$ cat src/rtl/vram_arbiter.sv
// vram_arbiter -- shares the single-port synchronous VRAM between scanout
// fetch and the CPU bus. Video has priority. The CPU is serviced in idle slots
// through a req/ack handshake.
//
// Optional feature macro: VRAM_ARB_STARVE_EN
//   When defined, a CPU request that has waited STARVE_LIMIT cycles takes the
//   next slot even if video is requesting. The displaced video word is
//   reported on vid_miss.
//   When undefined, video priority is strict and vid_miss is tied low.
//
// Ports
//   clk, reset_n                         clock, async active-low reset
//   vid_req, vid_addr                    video fetch request (1-cycle pulse)
//   vid_valid, vid_data, vid_miss        video return path (pulses at t+2)
//   cpu_req, cpu_we, cpu_addr, cpu_wdata CPU request, held until cpu_ack
//   cpu_ack, cpu_rdata                   CPU completion pulse and read data
//   mem_addr, mem_we, mem_wdata          registered VRAM command
//   mem_rdata                            VRAM read data, 1 cycle after address
module vram_arbiter #(
  parameter int ADDR_W       = 13,
  parameter int DATA_W       = 8,
  parameter int STARVE_LIMIT = 15,
  parameter int CNT_W        = 4
) (
  input  logic              clk,
  input  logic              reset_n,
  input  logic              vid_req,
  input  logic [ADDR_W-1:0] vid_addr,
  output logic              vid_valid,
  output logic [DATA_W-1:0] vid_data,
  output logic              vid_miss,
  input  logic              cpu_req,
  input  logic              cpu_we,
  input  logic [ADDR_W-1:0] cpu_addr,
  input  logic [DATA_W-1:0] cpu_wdata,
  output logic              cpu_ack,
  output logic [DATA_W-1:0] cpu_rdata,
  output logic [ADDR_W-1:0] mem_addr,
  output logic              mem_we,
  output logic [DATA_W-1:0] mem_wdata,
  input  logic [DATA_W-1:0] mem_rdata
);

  typedef enum logic [2:0] {
    C_IDLE   = 3'd0,
    C_WAIT   = 3'd1,
    C_ISSUED = 3'd2,
    C_ACK    = 3'd3,
    C_DONE   = 3'd4
  } cpu_state_t;

  cpu_state_t state_q, state_d;

  logic cpu_wait_req;
  logic force_cpu;
  logic cpu_grant;
  logic vid_issue;
  logic vid_vld_p1, vid_vld_p2;
  logic cpu_rd_p1;

  assign cpu_wait_req = (state_q == C_WAIT) && cpu_req;

`ifdef VRAM_ARB_STARVE_EN
  localparam logic [CNT_W-1:0] LIMIT_C = CNT_W'(STARVE_LIMIT);

  logic [CNT_W-1:0] starve_cnt;
  logic             miss_p1, miss_p2;

  function automatic logic [CNT_W-1:0] sat_inc(input logic [CNT_W-1:0] v);
    return (v == {CNT_W{1'b1}}) ? v : v + 1'b1;
  endfunction

  assign force_cpu = cpu_wait_req && (starve_cnt == LIMIT_C);

  // Counts ungranted cycles spent in C_WAIT; any exit from C_WAIT clears it.
  always_ff @(posedge clk or negedge reset_n) begin
    if (!reset_n) begin
      starve_cnt <= '0;
    end else if ((state_q == C_WAIT) && cpu_req && !cpu_grant) begin
      starve_cnt <= sat_inc(starve_cnt);
    end else begin
      starve_cnt <= '0;
    end
  end

  // Dropped video word travels alongside where its vid_valid would have been.
  always_ff @(posedge clk or negedge reset_n) begin
    if (!reset_n) begin
      miss_p1 <= 1'b0;
      miss_p2 <= 1'b0;
    end else begin
      miss_p1 <= vid_req && force_cpu;
      miss_p2 <= miss_p1;
    end
  end

  assign vid_miss = miss_p2;
`else
  localparam logic [CNT_W-1:0] LIMIT_C = CNT_W'(STARVE_LIMIT);
  logic unused_cfg;
  assign unused_cfg = ^LIMIT_C;
  assign force_cpu  = 1'b0;
  assign vid_miss   = 1'b0;
`endif

  assign cpu_grant = cpu_wait_req && (force_cpu || !vid_req);
  assign vid_issue = vid_req && !force_cpu;

  always_ff @(posedge clk or negedge reset_n) begin
    if (!reset_n) state_q <= C_IDLE;
    else          state_q <= state_d;
  end

  // C_DONE holds off a still-asserted request so it is not serviced twice.
  always_comb begin
    state_d = state_q;
    cpu_ack = 1'b0;
    case (state_q)
      C_IDLE:   if (cpu_req) state_d = C_WAIT;
      C_WAIT: begin
        if (!cpu_req)      state_d = C_IDLE;
        else if (cpu_grant) state_d = C_ISSUED;
      end
      C_ISSUED: state_d = C_ACK;
      C_ACK: begin
        cpu_ack = 1'b1;
        state_d = C_DONE;
      end
      C_DONE:   if (!cpu_req) state_d = C_IDLE;
      default:  state_d = C_IDLE;
    endcase
  end

  // ---- stage p1: registered VRAM command ----
  // Outputs must read zero in reset, so the command registers are reset too.
  always_ff @(posedge clk or negedge reset_n) begin
    if (!reset_n) begin
      mem_addr   <= '0;
      mem_we     <= 1'b0;
      mem_wdata  <= '0;
      vid_vld_p1 <= 1'b0;
      cpu_rd_p1  <= 1'b0;
    end else begin
      mem_we     <= 1'b0;
      vid_vld_p1 <= vid_issue;
      if (vid_issue) begin
        mem_addr <= vid_addr;
      end else if (cpu_grant) begin
        mem_addr  <= cpu_addr;
        mem_we    <= cpu_we;
        cpu_rd_p1 <= !cpu_we;
        if (cpu_we) mem_wdata <= cpu_wdata;
      end
    end
  end

  // ---- stage p2: VRAM data returns ----
  always_ff @(posedge clk or negedge reset_n) begin
    if (!reset_n) vid_vld_p2 <= 1'b0;
    else          vid_vld_p2 <= vid_vld_p1;
  end

  assign vid_valid = vid_vld_p2;
  assign vid_data  = vid_vld_p2 ? mem_rdata : '0;
  assign cpu_rdata = (cpu_ack && cpu_rd_p1) ? mem_rdata : '0;

endmodule

$ cat config.mk
export PLATFORM = sky130hd
export DESIGN_NAME = vram_arbiter
export DESIGN_NICKNAME = d
export VERILOG_FILES = /design/src/rtl/vram_arbiter.sv
export SDC_FILE = /design/constraint.sdc
export NUM_CORES = 1
export LEC_CHECK = 0
export CELL_PAD_IN_SITES_DETAIL_PLACEMENT = 0
export CELL_PAD_IN_SITES_GLOBAL_PLACEMENT = 1
export CORE_MARGIN = 2
export CORE_UTILIZATION = 45
export CTS_BUF_LIST = sky130_fd_sc_hd__clkbuf_4
export CTS_CLUSTER_SIZE = 14
export DETAILED_ROUTE_END_ITERATION = 8
export DONT_BUFFER_PORTS = 1
export HOLD_SLACK_MARGIN = 0.05
export PLACE_DENSITY_LB_ADDON = 0.25
export SLEW_MARGIN = 25
export SYNTH_ARGS = -nofsm -noshare
export SYNTH_HDL_FRONTEND = slang
export SYNTH_SLANG_ARGS = --single-unit
$ cat constraint.sdc
create_clock -name clk -period 1.6 [get_ports clk]
set_input_delay 0 -clock clk [delete_from_list [all_inputs] [get_ports clk]]
set_output_delay 0 -clock clk [all_outputs]
set_load 0.05 [all_outputs]
==> metrics, run 1 <==
Crit Path Class flop to output port; Inserted Diodes 0; Compound-Gate Fraction of Synth Area 5.57%; worst slew pin tran 0.928 ns; combinational family with the most area after synthesis multiplexers; via-per-instance ratio 5.09; Worst Min Path Start cpu_req; PnR worst setup slack 0.0661 ns; mux cell area share after synthesis 18.4%; number of synthesized flops with an enable pin 0; simple logic cell fraction of the synthesized area 17.5%; Tmin final 1.53 ns; first-pass GRT wire length 4870 um; most common cell after layout, fill and taps aside dlygate4sd3_1; element type at the critical path end output port; most frequent cells in the layout dlygate4sd3_1 (41), dfrtp_1 (27), and2_1 (17), buf_4 (17), mux2i_1 (15); Layout Utilization 70.3%; r2r endpoint mem_addr[10]; Final GP Congestion 0.730; Leak Pwr 0.000876 uW; area delta synth->final 48.9%; TNS Setup 0 ns; flop2flop setup slack 0.08 ns; First-pass DRT Iterations 6; grt ovf 0; later-pin clock latency in the skew report 0.35 ns; CTS tree yes; Adder-Cell Fraction of Synth Area 0%; Hold EP mem_we; Clock transition at path regs 0.15 ns; Fmax achieved 652 MHz; ys flop type dfrtp_1; Cell Area, Synth 0.00130 mm^2; share of cells above drive strength 1 21.5%; total CTS buffers 3; PortBufs 0; Chip Height 57.8 um; placed inst area 0.00142 mm^2; library cells used by synthesis 20; syn_area_per_cell 11.3 um^2; synth warn 0; CP Data Arrival Time 1.53 ns; chip width 57.8 um; via count 1033; status completed; largest net degree at the start of global routing 30; Core Rows 19; Synth Register Bits 28; Ports 88; Post-synth ARST share 100%; Critical Path Fanout Max 8; sequential-to-total area share from yosys stat 53.8%; Post-Place Setup Slack 0.0458 ns; Peak VDD IR 0.00120 V; Core Box Area 0.00276 mm^2; Synth Instances 115; Final ANT Viol Nets 0; CP required 1.60 ns; drt drc 0; Sinks on Clock Net 28; reg2reg path depth 5; initial antenna violation count 0; CTS H-tree lvls 1; PD cells 1560 mW/mm^2; root buffer cell clkbuf_4; Critical Path Start Type flop; WHS Path Cells 2; DIE AREA 0.00334 mm^2; Reg2Reg Launch Point state_q[1]; Mapped Nets 162; final instance area 0.00194 mm^2; worst clock skew 0.00283 ns; XOR/XNOR share of the synthesized area 0%; Initial Util 47.2%; Final Setup Violations 0; final WL 3220 um; final period utilization 95.9%; Final #Nets 220; max-cap viol count 0; vias in the first global route 1068; initial drt markers 31; clock buffer depth 2; final count of hold timing violations 0; WL per Instance 15.9 um; HP Class primary input to flop; Total GRT Usage 19.6%; dpl hpwl 1950 um; Final Max Slew Viols 0; relative slew slack 37.9%
kinds of logic (layout without fill, tap and decap cells):
group                  count (synthesis)  after routing
muxes                                 23             23
AOI/OAI and AO/OA                     14             14
buffers and inverters                  8             65
and+or+nand+nor                       41             41
other                                  1              1
DFF                                   28             28
how the worst max path moves through the flow:
stage,from,to,slack (ns),cells after the start
after global routing,state_q[2],cpu_rdata[0],-0.01,4
after CTS,state_q[2],cpu_rdata[0],0.04,4
after floorplan,state_q[1],mem_wdata[0],0.21,4
after global placement,state_q[2],mem_wdata[2],0.13,3
final,state_q[2],cpu_rdata[3],0.07,4
after detailed placement,state_q[2],mem_wdata[5],0.05,3
report_power, final:
group | internal (uW) | switching (uW) | leakage, uW | total, uW
combinational | 466 | 489 | 0.000508 | 956
sequential | 905 | 682 | 0.000341 | 1590
clock | 254 | 222 | 0.0000279 | 476
metrics by stage:
stage | hold slack (ns) | total power [uW] | std cells
floorplan | -0.296 | 2190 | 115
global placement | -0.295 | 2340 | 155
detailed placement | -0.295 | 2370 | 155
CTS | 0.0613 | 2990 | 201
global route | 0.108 | 3150 | 203
finish | 0.125 | 3020 | 203
synth_stat cells, types with 3 or more instances:
cell type	n	area share [%]
mux2_2	8	6.9
dfrtp_1	28	54
mux2i_1	15	12
nand2_1	13	3.7
o21ai_0	3	1.2
buf_4	3	1.7
clkbuf_1	3	0.86
o21ai_1	10	3.8
and2_1	17	8.2
critical path: stages (launching register included):
cell	delay (ns)
dfrtp_2	0.49
nor2b_4	0.15
and3_4	0.23
and2_1	0.13
buf_4	0.19
metal layers:
| layer | wire length (um) | up-vias | track usage, % | part of all wire, % |
|---|---|---|---|---|
| li1 | - | 495 | - | - |
| met1 | 1130 | 490 | 19.9 | 35 |
| met5 | 0 | - | 0 | 0 |
| met3 | 200 | 5 | 4.02 | 6.2 |
| met2 | 1830 | 43 | 38.0 | 57 |
| met4 | 60 | 0 | 8.97 | 1.9 |
registers in the layout (all words and copies together) (netlist names):
register,cells
state_q,3
mem_addr,13
vid_vld_p1,1
cpu_rd_p1,1
vid_valid,1
mem_we,1
mem_wdata,8
repair_timing:
item                                    CTS  global route
hold buffers                             41             1
buffers inserted                          1             1
resized for setup                         4             3
pin swaps                                 0             0
endpoints found under the hold margin    55             6
endpoints found under the setup margin    8            16
layout make-up:
type | instances | area (um^2)
tap | 31 | 38.8
inverter | 1 | 3.75
multi-input combinational | 79 | 573
clock buffer | 3 | 22.5
clock inverter | 1 | 30.0
fill | 205 | 818
sequential | 28 | 702
timing repair buffer | 60 | 569
Power figures use the tool's default switching activity.
==> inputs of run 2 (changes only) <==
--- a/config.mk
+++ b/config.mk
@@ -7,6 +7,7 @@
 export LEC_CHECK = 0
 export CELL_PAD_IN_SITES_DETAIL_PLACEMENT = 0
 export CELL_PAD_IN_SITES_GLOBAL_PLACEMENT = 1
+export CORE_ASPECT_RATIO = 0.8
 export CORE_MARGIN = 2
 export CORE_UTILIZATION = 45
 export CTS_BUF_LIST = sky130_fd_sc_hd__clkbuf_4
==> run 2 against run 1 <==
  * The flow now finishes with violations (hold timing)
  * Via count decreased by 12%
  * Power decreased by 2.9%
  * Largest cell class unchanged
  * Clock power decreased by 5.9%
  * Sequential share of layout area increased by 6.2 points
  * Die area about the same
  * Critical endpoint is now mem_wdata[1]
==> metrics, run 2 (synthesized netlist as in run 1, its figures left out) <==
area delta synth->final 27.2%; root buffer cell clkbuf_4; HP Class primary input to flop; Final Max Slew Viols 0; CP required 1.82 ns; Core Box Area 0.00277 mm^2; initial antenna violation count 0; Critical Path Start Type flop; Fin Hold WS -0.301 ns; Largest regs mem_addr x13, mem_wdata x8, state_q x3; total CTS buffers 3; r2r endpoint mem_wdata[1]; largest net degree at the start of global routing 31; Critical Path Fanout Max 9; Total GRT Usage 16.3%; Final ANT Viol Nets 0; Clock transition at path regs 0.14 ns; initial drt markers 11; Largest Register mem_addr; Crit Path Class flop to flop; via count 906; Final Setup Violations 0; most frequent cells in the layout dfrtp_1 (27), and2_1 (17), mux2i_1 (15), buf_4 (15), nand2_1 (13); dpl hpwl 1980 um; FILL cells 228; Hold Buf Count CTS 13; Reg2Reg Launch Point state_q[1]; first-pass GRT wire length 4040 um; PD cells 1770 mW/mm^2; later-pin clock latency in the skew report 0.32 ns; element type at the critical path end flop; Tmin final 1.50 ns; final count of hold timing violations 16; CTS tree yes; grt met1 use 20.2%; reg2reg path depth 3; Final GP Congestion 0.717; PnR worst setup slack 0.0992 ns; Leak Pwr 0.000747 uW; First-pass DRT Iterations 2; DIE AREA 0.00334 mm^2; drt drc 0; clock buffer depth 2; max-cap viol count 0; Post-Place Setup Slack -0.0617 ns; CP Data Arrival Time 1.72 ns; final WL 2720 um; grt met3 use 6.49%; PortBufs 0; flop2flop setup slack 0.1 ns; WL per Instance 15.2 um; Largest register FFs 13; Chip Height 52.1 um; WHS Path Cells 0; worst clock skew 0.00705 ns; Inserted Diodes 0; RSZ-0062 raised after global routing false; Fmax achieved 666 MHz; Ports 88; Initial Util 47.1%; most common cell after layout, fill and taps aside dfrtp_1; gr busiest metal met2; status finished with violations; Design Power 2930 uW; final period utilization 93.8%; Hold EP vid_vld_p1; CTS H-tree lvls 1; chip width 64.2 um; Core Rows 17; grt ovf 0; share of cells above drive strength 1 25.5%; Layout Utilization 59.9%; GRT met2 Usage 27.4%; Final #Nets 189; Worst Min Path Start vid_req; Peak VDD IR 0.000992 V; violated checks hold timing; vias in the first global route 890; Sinks on Clock Net 28; via-per-instance ratio 5.06
-- run 2: repair_timing --
action / CTS / global route
buffers inserted: 1 / 1
hold endpoints to repair: 55 / 17
pin swaps: 0 / 0
gates resized for setup: 4 / 3
cloned: 0 / 0
setup endpoints to repair: 16 / 17
-- run 2: worst max path at each step --
stage                from           end  slack [ns]  depth (start not counted)
5_1_grt        state_q[1]    state_q[1]       0.009                          4
4_1_cts        state_q[2]  cpu_rdata[1]        0.02                          4
3_5_place_dp   state_q[1]  mem_wdata[1]       -0.06                          3
2_1_floorplan  state_q[1]  mem_wdata[0]        0.21                          4
3_3_place_gp   state_q[1]  mem_wdata[2]        0.07                          3
6_report       state_q[1]  mem_wdata[1]         0.1                          3
-- run 2: worst max-delay path, cell delays in order (launching register included) --
cell     delay (ns)
dfrtp_1        0.47
nor3b_2        0.22
and3_2         0.34
mux2_2         0.37
-- run 2: layer usage --
metal | wire length [um] | share of wire (%) | up-vias
met4 | 0 | 0 | 0
met5 | 0 | 0 | -
li1 | - | - | 437
met1 | 1070 | 39 | 417
met2 | 1360 | 50 | 52
met3 | 289 | 11 | 0
-- run 2: where the power goes --
part	leakage (uW)	internal, uW	switching, uW	total (uW)
logic	0.000378	429	418	847
clock network	0.0000279	253	195	448
registers	0.000341	905	732	1640
total	0.000747	1590	1340	2930
-- run 2: per-stage QoR --
| step | setup TNS, ns | cells | hold slack, ns | instance area [um^2] |
|---|---|---|---|---|
| 5_1_grt | 0 | 179 | -0.337 | 1660 |
| 6_report | 0 | 179 | -0.301 | 1660 |
| 3_3_place_gp | 0 | 160 | -0.295 | 1430 |
| 4_1_cts | 0 | 178 | -0.316 | 1640 |
| 2_1_floorplan | 0 | 115 | -0.296 | 1300 |
| 3_5_place_dp | -0.400 | 160 | -0.295 | 1430 |
-- run 2: area by class of cell --
type                            count  area [um^2]  area share, %
Timing Repair Buffer               29          273           16.5
Inverter                            1         3.75          0.227
Clock buffer                        3         22.5           1.36
Multi-Input combinational cell     79          578           34.9
Tap cell                           38         47.5           2.87
Sequential cell                    28          702           42.4
Clock inverter                      1         30.0           1.81
==> inputs of run 3 (changes only) <==
--- a/config.mk
+++ b/config.mk
@@ -5,7 +5,7 @@
 export SDC_FILE = /design/constraint.sdc
 export NUM_CORES = 1
 export LEC_CHECK = 0
-export CELL_PAD_IN_SITES_DETAIL_PLACEMENT = 0
+export CELL_PAD_IN_SITES_DETAIL_PLACEMENT = 1
 export CELL_PAD_IN_SITES_GLOBAL_PLACEMENT = 1
 export CORE_ASPECT_RATIO = 0.8
 export CORE_MARGIN = 2
==> run 3 against run 2 <==
  * The flow still finishes with violations (hold timing)
  * Power decreased by 5.3%
  * Maximum frequency is 1.0% lower
  * Routed wire length is 17% higher
  * Core utilization shrank 1.2 points
  * Sequential share of layout area grew 0.88 points
  * Setup slack got worse by 0.015 ns
  * Non-clock buffer count unchanged
  * Critical path depth increased by 2
  * Highest routed layer is now met4
==> metrics, run 3 (synthesized netlist as in run 1, its figures left out) <==
status finished with violations; violated checks hold timing; vias in the first global route 956; routed length on met3 365 um; Worst Setup SP state_q[2]; Placed Cells 160; largest net degree at the start of global routing 31; Clock power frac 10.0%; Total GRT Usage 19.0%; Final #Nets 189; Comb pwr share 31.4%; final period utilization 94.8%; later-pin clock latency in the skew report 0.31 ns; Met2 Wirelength 1560 um; final WL 3170 um; total CTS buffers 3; Ports 88; FILL cells 295; Peak VDD IR 0.00104 V; Largest regs mem_addr x13, mem_wdata x8, state_q x3; HP Class primary input to flop; met1 WL 1210 um; placed inst area 0.00143 mm^2; Core Rows 17; via-per-instance ratio 5.31; clock buffer depth 2; Reg2Reg Launch Point state_q[2]; final instance area 0.00162 mm^2; flop2flop setup slack 0.08 ns; worst setup path end mem_addr[5]; Final ANT Viol Nets 0; element type at the critical path end flop; Sw Pwr 1350 uW; Final Setup Violations 0; root buffer cell clkbuf_4; r2r endpoint mem_addr[5]; drt drc 0; reg2reg path depth 5; via count 951; Int Pwr 1420 uW; Crit Path Class flop to flop; Crit path depth 5; Tmin final 1.52 ns; cell chain of the critical path buf_4 > nor4bb_4 > buf_12 > mux2i_1 > o21ai_1; CTS tree yes; Chip Height 52.1 um; Largest register FFs 13; WL per Instance 17.7 um; critical path's slowest cell dfrtp_2; Initial Util 47.1%; final count of hold timing violations 17; worst clock skew 0.00180 ns; sw frac 48.8%; share of cells above drive strength 1 25.5%; initial antenna violation count 0; max-cap viol count 0; Leak Pwr 0.000735 uW; Final Max Slew Viols 0; DIE AREA 0.00334 mm^2; Final GP Congestion 0.717; dpl hpwl 2220 um; initial drt markers 16; Sequential Power Share 58.6%; PD cells 1710 mW/mm^2; top routing layer used met4; CP peak stage delay 0.44 ns; CP Data Arrival Time 1.73 ns; Critical Path Fanout Max 14; area delta synth->final 24.6%; non-filler cells in the finished layout 179; Inserted Diodes 0; CTS H-tree lvls 1; Core Box Area 0.00277 mm^2; chip width 64.2 um; CP top delay family flip-flops; grt ovf 0; Fmax achieved 660 MHz; Largest Register mem_addr; Sinks on Clock Net 28; CP required 1.82 ns; most frequent cells in the layout dfrtp_1 (27), and2_1 (17), buf_4 (16), mux2i_1 (15), nand2_1 (13); PortBufs 0; first-pass GRT wire length 4770 um; CP Buf/Inv Count 2; Clock transition at path regs 0.14 ns; RSZ-0062 raised after global routing false; First-pass DRT Iterations 4; most common cell after layout, fill and taps aside dfrtp_1; Critical Path Start Type flop; Fin Hold WS -0.295 ns
-- run 3: what timing repair did --
action / in CTS / in global routing
gates cloned: 0 / 0
buffers inserted: 1 / 2
setup endpoints to repair: 16 / 16
hold buffers: 11 / 1
endpoints found under the hold margin: 54 / 18
resized for setup: 4 / 2
-- run 3: how the worst min path moves through the flow --
stage | start | end | cells after the start
2_1_floorplan | reset_n | cpu_rd_p1 | 0
3_3_place_gp | reset_n | mem_wdata[7] | 0
3_5_place_dp | reset_n | mem_wdata[5] | 0
4_1_cts | vid_req | vid_vld_p1 | 0
5_1_grt | vid_req | vid_vld_p1 | 0
6_report | vid_req | vid_vld_p1 | 0
-- run 3: per-layer routing --
metal / GRT usage [%] / vias to the layer above
met3: 9.31 / 6
met4: 3.55 / 0
met2: 32.6 / 56
met1: 21.8 / 452
li1: - / 437
met5: 0 / -
-- run 3: stage by stage --
stage               power [uW]  TNS [ns]  setup WS [ns]  utilization (%)  hold WS (ns)
global placement          2340         0         0.0700             51.7        -0.295
CTS                       2750   -0.0384        -0.0136             57.5        -0.314
finish                    2780         0         0.0838             58.7        -0.295
detailed placement        2400    -0.912         -0.125             51.7        -0.295
floorplan                 2190         0          0.214                -        -0.296
global route              2910         0        0.00587             58.7        -0.329
-- run 3: power by group through the flow --
stage          sequential (uW)  combinational [uW]  clock, uW
6_report                  1630                 872        278
5_1_grt                   1650                 940        319
4_1_cts                   1630                 821        296
3_5_place_dp              1650                 741          0
3_3_place_gp              1640                 702          0
2_1_floorplan             1620                 576          0
-- run 3: layout make-up --
class / instances / area [um^2] / area share [%]
flip-flops and latches: 28 / 702 / 43.3
inverters: 1 / 3.75 / 0.231
repair buffers: 29 / 270 / 16.7
well taps: 38 / 47.5 / 2.93
multi-input cells: 79 / 573 / 35.3
clock inverters: 1 / 3.75 / 0.231
clock buffers: 3 / 22.5 / 1.39
